$ cat config.mk
export PLATFORM = sky130hd
export DESIGN_NAME = pc_sequencer
export DESIGN_NICKNAME = d
export VERILOG_FILES = /design/src/rtl/pc_seq_pkg.sv /design/src/rtl/pc_target_calc.sv /design/src/rtl/pc_sequencer.sv
export SDC_FILE = /design/constraint.sdc
export NUM_CORES = 1
export LEC_CHECK = 0
export CAP_MARGIN = 30
export CORE_MARGIN = 5
export CORE_UTILIZATION = 50
export DETAILED_ROUTE_END_ITERATION = 8
export HOLD_SLACK_MARGIN = 0.05
export PLACE_DENSITY = 0.83
export REMOVE_ABC_BUFFERS = 1
export SKIP_LAST_GASP = 1
export SYNTH_ARGS = -nofsm -noshare
export SYNTH_HDL_FRONTEND = slang
export SYNTH_HIERARCHICAL = 1
export SYNTH_SLANG_ARGS = --single-unit
$ cat constraint.sdc
create_clock -name clk -period 2.5 [get_ports clk]
set_input_delay 0.25 -clock clk [delete_from_list [all_inputs] [get_ports clk]]
set_output_delay 0.25 -clock clk [all_outputs]
set_load 0.05 [all_outputs]
$ cat src/rtl/pc_seq_pkg.sv
// Shared types and constants for the pc_sequencer block.
// Optional feature macro: PC_SEQ_DELAY_SLOT_EN (see pc_sequencer.sv).
package pc_seq_pkg;

    localparam int PC_W       = 32;
    localparam int JIDX_W     = 26;
    localparam int CNT_W      = 2;
    localparam int WORD_SHIFT = 2;

    localparam logic [PC_W-1:0] PC_INC = 32'd4;

    typedef enum logic {
        ST_RUN   = 1'b0,
        ST_FLUSH = 1'b1
    } pc_state_e;

    // Word offset to byte offset; the top WORD_SHIFT bits fall off the end.
    function automatic logic [PC_W-1:0] word_to_byte(input logic [PC_W-1:0] word_off);
        return {word_off[PC_W-WORD_SHIFT-1:0], {WORD_SHIFT{1'b0}}};
    endfunction

endpackage

$ cat src/rtl/pc_target_calc.sv
// Combinational next-address candidates: sequential, branch target, jump target.
// Optional feature macro: none.
module pc_target_calc
    import pc_seq_pkg::*;
(
    input  logic [PC_W-1:0]   pc_i,
    input  logic [PC_W-1:0]   branch_pc4_i,
    input  logic [PC_W-1:0]   branch_offset_i,
    input  logic [JIDX_W-1:0] jump_index_i,
    output logic [PC_W-1:0]   seq_pc_o,
    output logic [PC_W-1:0]   branch_tgt_o,
    output logic [PC_W-1:0]   jump_tgt_o
);

    assign seq_pc_o     = pc_i + PC_INC;
    assign branch_tgt_o = branch_pc4_i + word_to_byte(branch_offset_i);
    // Jump stays inside the current 256 MB region selected by the PC's top nibble.
    assign jump_tgt_o   = {pc_i[PC_W-1:PC_W-4], jump_index_i, {WORD_SHIFT{1'b0}}};

endmodule

$ cat src/rtl/pc_sequencer.sv
// PC register, redirect FSM and flush sequencing for the 6-stage pipeline.
// Optional feature macro: PC_SEQ_DELAY_SLOT_EN (keep branch delay slot, shorter flush).
module pc_sequencer
    import pc_seq_pkg::*;
#(
    parameter logic [31:0] RESET_PC     = 32'h0000_0000,
    parameter int          FLUSH_CYCLES = 2
) (
    input  logic                clk,
    input  logic                rst_n,
    input  logic                stall,
    input  logic                branch_taken,
    input  logic [PC_W-1:0]     branch_pc4,
    input  logic [PC_W-1:0]     branch_offset,
    input  logic                jump_req,
    input  logic [JIDX_W-1:0]   jump_index,
    output logic [PC_W-1:0]     pc_out,
    output logic                fetch_valid,
    output logic                flush_out,
    output logic                redirect_busy
);

`ifdef PC_SEQ_DELAY_SLOT_EN
    localparam int   FLUSH_LEN = FLUSH_CYCLES - 1;
    localparam logic KEEP_SLOT = 1'b1;
`else
    localparam int   FLUSH_LEN = FLUSH_CYCLES;
    localparam logic KEEP_SLOT = 1'b0;
`endif

    localparam logic [CNT_W-1:0] CNT_RELOAD =
        (FLUSH_LEN > 0) ? CNT_W'(FLUSH_LEN - 1) : {CNT_W{1'b0}};

    pc_state_e          state_q, state_d;
    logic [CNT_W-1:0]   cnt_q, cnt_d;
    logic [PC_W-1:0]    pc_q, pc_d;
    logic               fv_q, fv_d;
    logic               flush_q, flush_d;

    logic [PC_W-1:0]    seq_pc_s;
    logic [PC_W-1:0]    branch_tgt_s;
    logic [PC_W-1:0]    jump_tgt_s;
    logic [PC_W-1:0]    redir_tgt_s;
    logic               redir_s;

    pc_target_calc u_tgt (
        .pc_i            (pc_q),
        .branch_pc4_i    (branch_pc4),
        .branch_offset_i (branch_offset),
        .jump_index_i    (jump_index),
        .seq_pc_o        (seq_pc_s),
        .branch_tgt_o    (branch_tgt_s),
        .jump_tgt_o      (jump_tgt_s)
    );

    // Branch is the older instruction, so it beats a same-cycle jump; jumps in FLUSH are squashed.
    assign redir_s     = branch_taken | (jump_req & (state_q == ST_RUN));
    assign redir_tgt_s = branch_taken ? branch_tgt_s : jump_tgt_s;

    // Next-state, next-PC and flush/valid sequencing.
    always_comb begin
        state_d = state_q;
        cnt_d   = cnt_q;
        pc_d    = pc_q;
        fv_d    = fv_q;
        flush_d = flush_q;

        if (redir_s) begin
            pc_d = redir_tgt_s;
            if (FLUSH_LEN > 0) begin
                state_d = ST_FLUSH;
                cnt_d   = CNT_RELOAD;
                flush_d = 1'b1;
                fv_d    = KEEP_SLOT ? fv_q : 1'b0;
            end else begin
                state_d = ST_RUN;
            end
        end else begin
            case (state_q)
                ST_RUN: begin
                    if (stall) begin
                        pc_d = pc_q;
                    end else if (!fv_q) begin
                        // First fetch after reset issues RESET_PC before advancing.
                        fv_d = 1'b1;
                    end else begin
                        pc_d = seq_pc_s;
                    end
                end
                ST_FLUSH: begin
                    if (cnt_q == {CNT_W{1'b0}}) begin
                        state_d = ST_RUN;
                        flush_d = 1'b0;
                        fv_d    = 1'b1;
                    end else begin
                        cnt_d   = cnt_q - 2'd1;
                        flush_d = 1'b1;
                        fv_d    = 1'b0;
                    end
                end
                default: begin
                    state_d = ST_RUN;
                    cnt_d   = {CNT_W{1'b0}};
                    flush_d = 1'b0;
                    fv_d    = 1'b0;
                end
            endcase
        end
    end

    // State, counter, PC and output registers with asynchronous reset.
    always_ff @(posedge clk or negedge rst_n) begin
        if (!rst_n) begin
            state_q <= ST_RUN;
            cnt_q   <= {CNT_W{1'b0}};
            pc_q    <= RESET_PC;
            fv_q    <= 1'b0;
            flush_q <= 1'b0;
        end else begin
            state_q <= state_d;
            cnt_q   <= cnt_d;
            pc_q    <= pc_d;
            fv_q    <= fv_d;
            flush_q <= flush_d;
        end
    end

    assign pc_out        = pc_q;
    assign fetch_valid   = fv_q;
    assign flush_out     = flush_q;
    assign redirect_busy = (state_q == ST_FLUSH);

endmodule
==> impl_metrics.toml, run 1 <==
[placed_design]
io_buffers = 127
dp_slack_ps = -1130
gp_congestion = 0.906
dp.cells = 771
hpwlAfterDp_mm = 10.7
place_area_um2 = 6240

[sta]
slew_violations = 0
period_minus_slack_ps = 2830
skew_ps = 8.49
whs_ps = 71.1
fmax_mhz = 354
tns_ps = -2080
finalWorstSetupSlack_ps = -328
fin_crit_sh = 1.13
tightestPinTransition_ps = 885
rsz0062_at_grt = "true"
relSlewSlack = 0.410
setup_viol = 13
hold_viol = 0

[run_status]
status = "finished, violations left"
violations = "negative setup slack"

[power]
ir_drop_v = 0.000462
power.density_nw_per_um2 = 780
leakagePower_nw = 3.15

[critical_path]
cp_cell_sequence = "buf_8, ha_4, inv_2, fa_2, nor2b_4, o31ai_4, a31o_4, a211oi_4, nor2_4, o21bai_1, xor2_1, mux2_4, mux2_4, mux2_2"
crit_type = "in -> reg"
arrival_ps = 3010
path_buf_inv = 2
cp_slowest_cell = "fa_2"
critPathCaptureType = "flop"
setup.worst_path.start_class = "input port"
critPathMaxStageDelay_ps = 380
cp.required_ps = 2680
worstPathMaxFanout = 4
cp_common_cell = "mux2_4"
crit_family = "compound AO/OA/AOI/OAI gates"

[layout]
area_growth_pct = 57.9
final_cell_mix = "buf_4, clkdlybuf4s50_1, mux2_2, mux2_4, dfrtp_1"
final_common_cell = "buf_4"
ff_latch_area_um2 = 928
n_fill_cell = 475
instances_no_fill = 814
final_cell_area_um2 = 7290
nNetsFinal = 829
multiInputGateArea_um2 = 3980
layout-drive-gt1-share = 0.450
diodes = 0

[logic_synthesis]
synth_area_leaders = "dfrtp_1, mux2_2, ha_1, mux2_4, xnor2_1"
yosys_warnings = 6
synth_ff_type = "dfrtp_1"
avgSynthCellArea_um2 = 9.08
synth_top_area_share = 0.201
ys_ff_latch = 37
yosysSeqAreaShare = 0.201
synth.distinct_cells = 55
yosysTopAreaCell = "dfrtp_1"
postSynthCellCount = 508
synthesis.area_um2 = 4610
synth_edf_count = 0
async_flop_share = 1.00

[floorplan]
fp.dieW_um = 106
die_h_um = 106
start_util = 0.507
pin_count = 130
num_rows = 35
core_area_um2 = 9110
dieArea_um2 = 11200

[grt]
grt_max_degree = 38
grt_pass1_wl_mm = 27.0
grt_overflow_total = 0
grt_pass1_vias = 5329
track_usage = 0.296
antenna_found_initial = 0

[clocking]
clock_latency_ps = 300
cts_hold_buf = 0
cts.sinks = 37
clockBufferDepth = 2
clkTransAtPathRegs_ps = 80
cts_root_buffer = "clkbuf_8"
htreeDepth = 2
cts_tree = "yes"
cts_buffers = 5

[detailed_routing]
drcViolationCount = 0
avgRoutedWirePerCell_um = 23.7
via_count = 5228
wl_mm = 19.3
dr.first_iter.drc_count = 436
viasPerCell = 6.42
drt_pass1_iterations = 4
antenna_left = 0

[hold_path]
hold_path.class = "in -> async"

[job]
max-cap-violations = 0
-- per-stage QoR --
step           power [mW]   util
2_1_floorplan        3.26      -
3_3_place_gp         4.39  0.685
3_5_place_dp         4.51  0.685
4_1_cts              5.26  0.765
5_1_grt              5.89  0.800
6_report             5.68  0.800
-- what timing repair did --
action	CTS	global route
gates resized for setup	142	89
pin swaps	48	52
endpoints found under the setup margin	19	16
hold endpoints to repair	0	0
buffers inserted	18	18
-- flip-flops by register name, indices dropped and copies added (netlist names) --
signal,flops
fetch_valid,1
cnt_q,2
pc_out,32
flush_out,1
redirect_busy,1
-- path summary, 6_finish.rpt --
| path | startpoint | end | slack, ps | depth (start not counted) |
|---|---|---|---|---|
| worst max-delay path | branch_offset[0] | pc_out[20]$_DFFE_PN0P_ | -330 | 14 |
| worst min-delay path | rst_n | pc_out[27]$_DFFE_PN0P_ | 70 | 1 |
| worst max register to register | pc_out[12]$_DFFE_PN0P_ | pc_out[24]$_DFFE_PN0P_ | -40 | 9 |
| worst min register to register | pc_out[0]$_DFFE_PN0P_ | pc_out[0]$_DFFE_PN0P_ | 540 | 1 |
| max in group asynchronous | rst_n | pc_out[5]$_DFFE_PN0P_ | 1820 | 1 |
| min in group clk | branch_taken | cnt_q[0]$_DFFE_PN0P_ | 480 | 3 |
-- where the power goes --
part           total, mW  leakage [nW]  internal, mW  switching, mW
Sequential          1.25         0.424         0.852          0.399
Clock              0.575        0.0574         0.325          0.250
Combinational       3.86          2.67          1.74           2.12
Total               5.68          3.15          2.91           2.77
-- layer usage --
metal	routed length (um)	GRT usage	vias up
met4	1310	0.142	0
met3	1600	0.0486	137
met2	9370	0.534	403
li1	-	-	2195
met1	7050	0.338	2493
met5	0	0	-
-- final cells by class --
class,count,share of cell area
inverters,11,0.00567
clock buffers,6,0.0113
flip-flops and latches,37,0.127
repair buffers,240,0.285
clock inverters,2,0.00515
multi-input cells,407,0.546
well taps,111,0.0191
-- cells in the mapped netlist (2+ instances only) --
| cell type | instances |
|---|---|
| o21ai_0 | 17 |
| nand4_1 | 12 |
| a31oi_1 | 7 |
| nand3_1 | 16 |
| buf_6 | 6 |
| a21oi_1 | 29 |
| clkbuf_1 | 5 |
| and3_1 | 5 |
| buf_2 | 7 |
| a211oi_1 | 2 |
| a21o_1 | 10 |
| mux2_4 | 25 |
| o21ba_2 | 2 |
| o211ai_1 | 3 |
| o2111ai_1 | 4 |
| nor2b_1 | 2 |
| o21a_1 | 5 |
| nand2_1 | 34 |
| o21ai_1 | 2 |
| dfrtp_1 | 37 |
| buf_4 | 36 |
| and2_1 | 4 |
| mux2_2 | 53 |
| nor2_1 | 33 |
| nand3_2 | 2 |
| xnor2_1 | 34 |
| nand2b_1 | 2 |
| xor2_1 | 23 |
| ha_1 | 31 |
| a21oi_4 | 2 |
| o21bai_1 | 2 |
| inv_1 | 10 |
| o22ai_1 | 10 |
| o211a_1 | 2 |
| and4_1 | 2 |
| nor3_1 | 12 |
| nand3b_1 | 2 |
-- logic make-up (layout without fill, tap and decap cells) --
group,count (synthesis),in the layout,synth area share
multiplexers,78,78,0.211
AND/OR/NAND/NOR,136,136,0.153
flip-flops,37,37,0.201
buffers and inverters,65,259,0.0938
adder cells (fa/ha/maj),32,32,0.0884
AO/OA/AOI/OAI,102,102,0.144
other,1,2,0.000813
XOR/XNOR,57,57,0.108
Note: power is estimated with default switching activity, not from simulation.
==> inputs of run 2 (changes only) <==
- CORE_MARGIN: 5 -> 4
==> impl_metrics.toml, run 2 (same netlist as run 1, synthesis figures left out) <==
[detailed_routing]
dr.first_iter.drc_count = 273
viasPerCell = 6.32
via_count = 5070
antenna_left = 0
drcViolationCount = 0
avgRoutedWirePerCell_um = 22.2
drt_pass1_iterations = 5
wl_mm = 17.8

[placed_design]
dp.cells = 768
gp_congestion = 0.865
io_buffers = 127
dp_slack_ps = -1030
hpwlAfterDp_mm = 10.5

[floorplan]
num_rows = 34
pin_count = 130
dieArea_um2 = 10800
fp.dieW_um = 104
die_h_um = 104
core_area_um2 = 8850
start_util = 0.521

[power]
ir_drop_v = 0.000414
power.density_nw_per_um2 = 757
finalPower_mw = 5.42
leakagePower_nw = 3.05

[clocking]
cts_root_buffer = "clkbuf_8"
cts_hold_buf = 0
cts_buffers = 5
htreeDepth = 2
cts_tree = "yes"
clock_latency_ps = 310
cts.sinks = 37
clockBufferDepth = 2
clkTransAtPathRegs_ps = 90

[layout]
nNetsFinal = 821
layout-drive-gt1-share = 0.431
n_fill_cell = 483
multiInputGateArea_um2 = 3920
diodes = 0
ff_latch_area_um2 = 926
final_common_cell = "buf_4"
largest_register_ffs = 32
instances_no_fill = 802
final_cell_mix = "buf_4, clkdlybuf4s50_1, mux2_2, dfrtp_1"
area_growth_pct = 55.1

[critical_path]
critPathCaptureType = "flop"
critPathMaxStageDelay_ps = 410
cp_cell_sequence = "buf_8, ha_4, inv_2, fa_2, nor2b_4, o31ai_4, a31o_4, a211oi_4, nor2_2, nor2_1, a211oi_1, mux2_4, mux2_4, mux2_2"
crit_type = "in -> reg"
ff2ff_path_depth = 9
r2r_slack_ps = -40
cp_slowest_cell = "fa_2"
setup.worst_path.start_class = "input port"
worstReg2RegStart = "pc_out[10]$_DFFE_PN0P_"
crit_family = "multiplexers"
arrival_ps = 2990
r2r-end = "pc_out[28]$_DFFE_PN0P_"
path_buf_inv = 2
worstPathMaxFanout = 4
cp_common_cell = "mux2_4"
cp.required_ps = 2680

[sta]
fmax_mhz = 357
skew_ps = 16.8
hold_viol = 0
setup_viol = 10
slew_violations = 0
relSlewSlack = 0.416
rsz0062_at_grt = "true"
period_minus_slack_ps = 2800
fin_crit_sh = 1.12
tightestPinTransition_ps = 875
finalWorstSetupSlack_ps = -304

[grt]
grt_max_degree = 38
grt_overflow_total = 0
grt_pass1_vias = 5034
grt_pass1_wl_mm = 25.1
antenna_found_initial = 0
track_usage = 0.278

[run_status]
status = "finished, violations left"
violations = "negative setup slack"

[job]
max-cap-violations = 0

[hold_path]
hold_path.class = "in -> async"
==> run 2: changes by cell type in the layout (fill, tap and decap cells not counted), sizes merged, moves of 2 or more <==
cell          change
buf               -5
clkbuf            -2
dlygate4sd2       +3
dlymetal6s2s      -5
==> run 2: layout make-up <==
type | instances | share of cell area
clock buffer | 7 | 0.0121
inverter | 11 | 0.00577
multi-input combinational | 407 | 0.547
sequential | 37 | 0.129
tap | 108 | 0.0189
timing repair buffer | 232 | 0.287
==> run 2: what timing repair did <==
action,in CTS,in global routing
pin swaps,53,44
endpoints found under the setup margin,18,13
gates resized for setup,167,51
setup buffers,15,12
==> run 2: metrics by stage <==
step                      instance area (um^2)  TNS (ps)  hold WS (ps)  utilization
after detailed placement                  6250    -14880           401        0.706
after global placement                    6250    -13200           395        0.706
after CTS                                 6910      -708          91.8        0.781
final                                     7160     -1750          54.7        0.809
after floorplan                           4230     -2160         -45.6            -
after global routing                      7160     -2110           122        0.809
==> run 2: layer usage <==
metal  vias to the layer above  GRT usage  wire length [um]
met5                         -          0                 0
met2                       312      0.496              8640
met1                      2456      0.325              6610
li1                       2170          -                 -
met3                       132     0.0372              1170
met4                         0      0.138              1360
==> run 2: worst register-to-register path: cells and delay by family (launching register included) <==
kind / cells / cell delay, ps
flip-flops: 1 / 400
XOR/XNOR: 1 / 110
AND/OR/NAND/NOR: 6 / 1370
multiplexers: 2 / 540
==> run 2: power by group <==
| group | switching (mW) | internal [mW] |
|---|---|---|
| registers | 0.386 | 0.850 |
| clock network | 0.230 | 0.219 |
| logic | 2.03 | 1.70 |
| total | 2.65 | 2.77 |
==> run 2: worst max-delay path by stage <==
stage / start / end / slack, ps / cells past startpoint
floorplan: branch_pc4[2] / pc_out[22]$_DFFE_PN0P_ / -370 / 13
global placement: branch_pc4[2] / pc_out[20]$_DFFE_PN0P_ / -950 / 14
detailed placement: branch_pc4[2] / pc_out[22]$_DFFE_PN0P_ / -1030 / 14
CTS: branch_offset[0] / pc_out[22]$_DFFE_PN0P_ / -160 / 14
global route: branch_offset[0] / pc_out[24]$_DFFE_PN0P_ / -280 / 14
finish: branch_offset[0] / pc_out[24]$_DFFE_PN0P_ / -300 / 14
